## src/rtl/eth_mdio_c45_if.sv

```systemverilog
// Register-side request/response bundle of the Clause 22/45 MDIO master.
// The CPU side takes the master modport, the MDIO engine the slave modport.
interface eth_mdio_c45_if;
    logic        usr_start;
    logic        usr_c45;
    logic [1:0]  usr_op;
    logic [4:0]  usr_aphy;
    logic [4:0]  usr_areg;
    logic [15:0] usr_txd;
    logic [15:0] usr_rxd;
    logic        usr_busy;
    logic        usr_done;
    logic        usr_err;

    modport master (
        output usr_start, usr_c45, usr_op, usr_aphy, usr_areg, usr_txd,
        input  usr_rxd, usr_busy, usr_done, usr_err
    );

    modport slave (
        input  usr_start, usr_c45, usr_op, usr_aphy, usr_areg, usr_txd,
        output usr_rxd, usr_busy, usr_done, usr_err
    );
endinterface

```

## src/rtl/eth_mdio_c45.sv

```systemverilog
// MDIO management master: Clause 22 and Clause 45 frames, programmable preamble,
// turnaround check on reads. The tristate buffer lives one level up.
module eth_mdio_c45 #(
    parameter int G_DIV     = 2,
    parameter int G_PRE_LEN = 32
) (
    input  logic          clk,
    input  logic          rst,
    eth_mdio_c45_if.slave usr,
    output logic          p_out_mdio_t,
    output logic          p_out_mdio,
    input  logic          p_in_mdio,
    output logic          p_out_mdc,
    output logic [7:0]    dbg_o
);
    typedef enum logic [1:0] {S_IDLE = 2'd0, S_SHIFT = 2'd1, S_DONE = 2'd2} state_t;

    localparam int              N        = G_PRE_LEN + 32;
    localparam logic [5:0]      BIT_LAST = 6'(N - 1);
    localparam int              PH_W     = (G_DIV > 1) ? $clog2(2 * G_DIV) : 1;
    localparam logic [PH_W-1:0] PH_END   = PH_W'(2 * G_DIV - 1);
    localparam logic [PH_W-1:0] PH_RISE  = PH_W'(G_DIV - 1);

    state_t          state_q;
    logic [5:0]      bitcnt_q;
    logic [PH_W-1:0] ph_q;
    logic            arm_q;
    logic            c45_q;
    logic [1:0]      op_q;
    logic [4:0]      aphy_q;
    logic [4:0]      areg_q;
    logic [15:0]     txd_q;
    logic [15:0]     shreg_q;
    logic            ta_err_q;
    logic            mdc_q;
    logic            mdio_q;
    logic            mdio_t_q;
    logic            busy_q;
    logic            done_q;
    logic            err_q;
    logic [15:0]     rxd_q;

    logic        is_rd_d;
    logic        is_bad_d;
    logic [5:0]  nxt_d;
    logic [31:0] lo_d;
    logic        bit_d;
    logic        rel_d;

    assign is_rd_d  = c45_q ? op_q[1] : (op_q == 2'b10);
    assign is_bad_d = !c45_q && (op_q[0] == op_q[1]);
    // The first bit boundary after a start loads the top bit instead of decrementing.
    assign nxt_d    = arm_q ? BIT_LAST : (bitcnt_q - 6'd1);
    assign lo_d     = {1'b0, !c45_q, op_q, aphy_q, areg_q, 2'b10, txd_q};
    assign bit_d    = (nxt_d >= 6'd32) ? 1'b1 : lo_d[nxt_d[4:0]];
    // Reads hand the line to the PHY from the first TA bit (bitcnt 17) onwards.
    assign rel_d    = is_rd_d && (nxt_d <= 6'd17);

    always_ff @(posedge clk or negedge rst) begin
        if (!rst) begin
            state_q  <= S_IDLE;
            bitcnt_q <= '0;
            ph_q     <= '0;
            arm_q    <= 1'b0;
            c45_q    <= 1'b0;
            op_q     <= '0;
            aphy_q   <= '0;
            areg_q   <= '0;
            txd_q    <= '0;
            shreg_q  <= '0;
            ta_err_q <= 1'b0;
            mdc_q    <= 1'b0;
            mdio_q   <= 1'b1;
            mdio_t_q <= 1'b1;
            busy_q   <= 1'b0;
            done_q   <= 1'b0;
            err_q    <= 1'b0;
            rxd_q    <= '0;
        end else begin
            case (state_q)
                S_IDLE: begin
                    done_q <= 1'b0;
                    if (usr.usr_start) begin
                        c45_q    <= usr.usr_c45;
                        op_q     <= usr.usr_op;
                        aphy_q   <= usr.usr_aphy;
                        areg_q   <= usr.usr_areg;
                        txd_q    <= usr.usr_txd;
                        busy_q   <= 1'b1;
                        err_q    <= 1'b0;
                        ta_err_q <= 1'b0;
                        arm_q    <= 1'b1;
                        ph_q     <= PH_END;
                        state_q  <= S_SHIFT;
                    end
                end
                S_SHIFT: begin
                    if (ph_q == PH_END) begin
                        if (arm_q && is_bad_d) begin
                            arm_q   <= 1'b0;
                            done_q  <= 1'b1;
                            err_q   <= 1'b1;
                            state_q <= S_DONE;
                        end else if (!arm_q && (bitcnt_q == 6'd0)) begin
                            mdc_q    <= 1'b0;
                            mdio_q   <= 1'b1;
                            mdio_t_q <= 1'b1;
                            done_q   <= 1'b1;
                            err_q    <= is_rd_d && ta_err_q;
                            if (is_rd_d) rxd_q <= shreg_q;
                            state_q  <= S_DONE;
                        end else begin
                            arm_q    <= 1'b0;
                            bitcnt_q <= nxt_d;
                            ph_q     <= '0;
                            mdc_q    <= 1'b0;
                            mdio_q   <= rel_d ? 1'b1 : bit_d;
                            mdio_t_q <= rel_d;
                        end
                    end else begin
                        ph_q <= ph_q + PH_W'(1);
                        // MDC rising edge: the PHY's bit is captured on this same clk edge.
                        if (ph_q == PH_RISE) begin
                            mdc_q <= 1'b1;
                            if (is_rd_d && (bitcnt_q == 6'd16) && p_in_mdio) ta_err_q <= 1'b1;
                            if (is_rd_d && (bitcnt_q <= 6'd15)) shreg_q <= {shreg_q[14:0], p_in_mdio};
                        end
                    end
                end
                S_DONE: begin
                    done_q  <= 1'b0;
                    busy_q  <= 1'b0;
                    err_q   <= 1'b0;
                    state_q <= S_IDLE;
                end
                default: state_q <= S_IDLE;
            endcase
        end
    end

    assign p_out_mdc     = mdc_q;
    assign p_out_mdio    = mdio_q;
    assign p_out_mdio_t  = mdio_t_q;
    assign usr.usr_rxd   = rxd_q;
    assign usr.usr_busy  = busy_q;
    assign usr.usr_done  = done_q;
    assign usr.usr_err   = err_q;
    assign dbg_o         = {state_q[1:0], bitcnt_q};
endmodule

```

## src/flat_wrapper.sv

```systemverilog
// flat-port wrapper written by rule: the top's interface ports become plain ports
module eth_mdio_c45_flat 
#(
    parameter int G_DIV     = 2,
    parameter int G_PRE_LEN = 32
)
  (clk, rst, p_out_mdio_t, p_out_mdio, p_in_mdio, p_out_mdc, dbg_o, usr_usr_start, usr_usr_c45, usr_usr_op, usr_usr_aphy, usr_usr_areg, usr_usr_txd, usr_usr_rxd, usr_usr_busy, usr_usr_done, usr_usr_err);
  eth_mdio_c45_if usr_i ();
  input  logic clk;
  input  logic rst;
  output logic p_out_mdio_t;
  output logic p_out_mdio;
  input  logic p_in_mdio;
  output logic p_out_mdc;
  output logic [7:0] dbg_o;
  input wire logic [$bits(usr_i.usr_start)-1:0] usr_usr_start;
  input wire logic [$bits(usr_i.usr_c45)-1:0] usr_usr_c45;
  input wire logic [$bits(usr_i.usr_op)-1:0] usr_usr_op;
  input wire logic [$bits(usr_i.usr_aphy)-1:0] usr_usr_aphy;
  input wire logic [$bits(usr_i.usr_areg)-1:0] usr_usr_areg;
  input wire logic [$bits(usr_i.usr_txd)-1:0] usr_usr_txd;
  output wire logic [$bits(usr_i.usr_rxd)-1:0] usr_usr_rxd;
  output wire logic [$bits(usr_i.usr_busy)-1:0] usr_usr_busy;
  output wire logic [$bits(usr_i.usr_done)-1:0] usr_usr_done;
  output wire logic [$bits(usr_i.usr_err)-1:0] usr_usr_err;
  assign usr_i.usr_start = usr_usr_start;
  assign usr_i.usr_c45 = usr_usr_c45;
  assign usr_i.usr_op = usr_usr_op;
  assign usr_i.usr_aphy = usr_usr_aphy;
  assign usr_i.usr_areg = usr_usr_areg;
  assign usr_i.usr_txd = usr_usr_txd;
  assign usr_usr_rxd = usr_i.usr_rxd;
  assign usr_usr_busy = usr_i.usr_busy;
  assign usr_usr_done = usr_i.usr_done;
  assign usr_usr_err = usr_i.usr_err;
  eth_mdio_c45 #(.G_DIV(G_DIV), .G_PRE_LEN(G_PRE_LEN)) u_core (.clk(clk), .rst(rst), .usr(usr_i), .p_out_mdio_t(p_out_mdio_t), .p_out_mdio(p_out_mdio), .p_in_mdio(p_in_mdio), .p_out_mdc(p_out_mdc), .dbg_o(dbg_o));
endmodule
```

## config.mk

```make
export PLATFORM = sky130hd
export DESIGN_NAME = eth_mdio_c45_flat
export DESIGN_NICKNAME = d
export VERILOG_FILES = /design/src/rtl/eth_mdio_c45_if.sv /design/src/rtl/eth_mdio_c45.sv /design/src/flat_wrapper.sv
export SDC_FILE = /design/constraint.sdc
export NUM_CORES = 1
export LEC_CHECK = 0
export CORE_MARGIN = 5
export CORE_UTILIZATION = 52
export DETAILED_ROUTE_END_ITERATION = 10
export PLACE_DENSITY = 0.79
export SLEW_MARGIN = 0
export SYNTH_ARGS = -nofsm -noshare
export SYNTH_HDL_FRONTEND = slang
export SYNTH_SLANG_ARGS = --single-unit
```

## constraint.sdc

```tcl
create_clock -name clk -period 3.15 [get_ports clk]
set_input_delay 0.945 -clock clk [delete_from_list [all_inputs] [get_ports clk]]
set_output_delay 0.945 -clock clk [all_outputs]
set_load 0.005 [all_outputs]
```

==> results.ini <==
[clock_network]
cts_max_level = 3
cts_tree = done
ctsResizeCount = 0
clockBufferDepth = 2
cts_inserted_buffers = 9
clkLatencyLatePin_ps = 350
postCtsSetupRepairBufs = 0
root_buffer = clkbuf_8
path_clk_slew_ps = 80
ctsHoldBuffers = 0
cts.sinks = 79

[min_path]
hold_end = u_core.usr.usr_done
hold_path.startpoint = u_core.usr.usr_done
hold_depth = 1
hp-class = reg2reg

[job]
cap_violations = 0

[place]
dp_hpwl_um = 4870
numPlacedInstances = 400
port_buffers = 62
gp_congestion = 0.790

[worst_setup_path]
cp-start-kind = register
criticalPathCategory = reg2reg
worstPathRequired_ps = 3390
crit_arrival_ps = 3010
ff2ff_setup_slack_ps = 380
crit_path_end_kind = register
worstPathMaxFanout = 13
r2r_cells = 8
reg2reg_to = u_core.bitcnt_q[3]
reg2reg_from = u_core.bitcnt_q[0]

[global_routing]
antenna_found_initial = 0
grt_max_degree = 50
grt_overflow = 0
grt_pass1_vias = 2411
grt_usage = 0.180
grt_pass1_wl_um = 12000

[timing]
finClkSkew_ps = 10.7
relSlewSlack = 0.214
setup_viol = 0
period_share = 0.879
maxSlewViolCount = 0
rsz0062_at_grt = false
tightest_slew_ps = 1170
min_period_ps = 2770
hold_violations = 0
tns_ps = 0
fmaxAchievable_mhz = 361

[routing]
detail_route.vias_per_cell = 5.63
drt_iter0_markers = 99
drc = 0
num_vias = 2340
dr.pass1.iters = 4
drt_wl_total_um = 6970
ant_nets = 0
wl_per_cell_um = 16.8

[power]
power_frac_comb = 0.362
p_int_mw = 2.52
switchingPower_mw = 1.27
share_seq_of_total_power = 0.408
p_total_mw = 3.79
p_per_area_nw_per_um2 = 838
switching_share = 0.335
p_clk_frac = 0.230
irDropWorstVdd_uv = 455
p_leak_nw = 2.01

[run_status]
status = finished, final reports clean

[yosys]
syn_area_um2 = 3570
synth-main-ff-cell = dfrtp_1
avgSynthCellArea_um2 = 13.5
syn-num-nets = 301
yosysTopAreaCell = dfrtp_1
synth_edf_count = 0
yosys-top-cells-area = dfrtp_1, mux2_2, mux2_4, a21oi_1, nor2_1
ys_warn_count = 0
yosysUniqueCellTypes = 47
synth_seq_cells = 79
ys_seq_area_frac = 0.555
synth_common_cells = dfrtp_1, mux2_2, nor2_1
synth-async-reset-ratio = 1.00
synth_top_area_frac = 0.540
yosysMostFrequentCell = dfrtp_1
postSynthCellCount = 264

[cells_and_area]
antenna-diode-count = 0
instances_no_fill = 416
drive_above_1_share = 0.286
fin_nets = 368
syn_to_final_growth_pct = 26.6

[floorplanning]
rows = 30
die_w_um = 92.9
boundaryPins = 63
die_h_um = 92.9
core_area_um2 = 6720
dieArea_um2 = 8620
start_util = 0.531

==> layout by cell type, fill, tap and decap left out, types with 5 or more instances in the layout <==
master	count
clkdlybuf4s50_1	61
dfrtp_1	77
mux2_2	53
nor2_1	16
o21ai_0	7
mux2i_1	5
nand2_1	6
clkbuf_8	12
buf_4	5
a21oi_1	15
a22oi_1	5
mux2_4	10
==> through the flow <==
step	utilization	setup slack, ps	instance area [um^2]	hold slack [ps]
floorplan	-	960	3570	466
global placement	0.637	493	4280	468
detailed placement	0.637	399	4280	476
CTS	0.673	394	4520	495
global route	0.673	57.1	4520	527
finish	0.673	382	4520	488
==> routing by layer <==
| layer | wire length [um] | vias to the layer above | GRT usage |
|---|---|---|---|
| met5 | 0 | - | 0 |
| met3 | 414 | 11 | 0.0666 |
| met2 | 3400 | 64 | 0.278 |
| li1 | - | 1102 | - |
| met4 | 110 | 0 | 0.0598 |
| met1 | 3050 | 1163 | 0.235 |
==> worst max-delay path, stage by stage, from the launching register on <==
cell	delay, ps
dfrtp_1	360
clkinv_1	210
ha_1	320
nor3b_2	190
nor4b_4	170
nor3_1	960
nand3_1	150
o21a_1	160
o22a_1	160
==> power groups by stage <==
stage          Combinational, mW  Sequential, mW  Clock, mW
6_report                    1.37            1.55      0.873
2_1_floorplan              0.961            1.51          0
3_5_place_dp                1.36            1.57          0
3_3_place_gp                1.32            1.55          0
5_1_grt                     1.52            1.60      0.941
4_1_cts                     1.37            1.55      0.889
==> flip-flops by register name, summed over array words and instances (netlist names), 5 cells and up <==
name                count
u_core.aphy_q           5
u_core.areg_q           5
u_core.bitcnt_q         6
u_core.shreg_q         16
u_core.txd_q           16
u_core.usr.usr_rxd     16
==> cell families after synthesis <==
family / share of synthesized area
AO/OA/AOI/OAI: 0.0936
XOR/XNOR: 0.0123
adder cells (fa/ha/maj): 0.0140
buffers and inverters: 0.0238
flip-flops: 0.555
multiplexers: 0.223
AND/OR/NAND/NOR: 0.0785
==> worst max path at each step <==
stage	end	from	cells after the start
floorplan	u_core.p_out_mdio	u_core.bitcnt_q[0]	8
global placement	u_core.bitcnt_q[3]	u_core.bitcnt_q[0]	8
CTS	u_core.bitcnt_q[3]	u_core.bitcnt_q[0]	8
finish	u_core.bitcnt_q[3]	u_core.bitcnt_q[0]	8
global route	u_core.bitcnt_q[3]	u_core.bitcnt_q[0]	8
detailed placement	u_core.bitcnt_q[3]	u_core.bitcnt_q[0]	8
==> area by class of cell <==
| cell class | count | area (um^2) |
|---|---|---|
| flip-flops and latches | 79 | 1980 |
| clock buffers | 12 | 165 |
| multi-input cells | 169 | 1510 |
| fillers | 480 | 2200 |
| repair buffers | 67 | 668 |
| clock inverters | 4 | 76.3 |
| well taps | 80 | 100 |
| inverters | 5 | 18.8 |
Note: power is estimated with default switching activity, not from simulation.
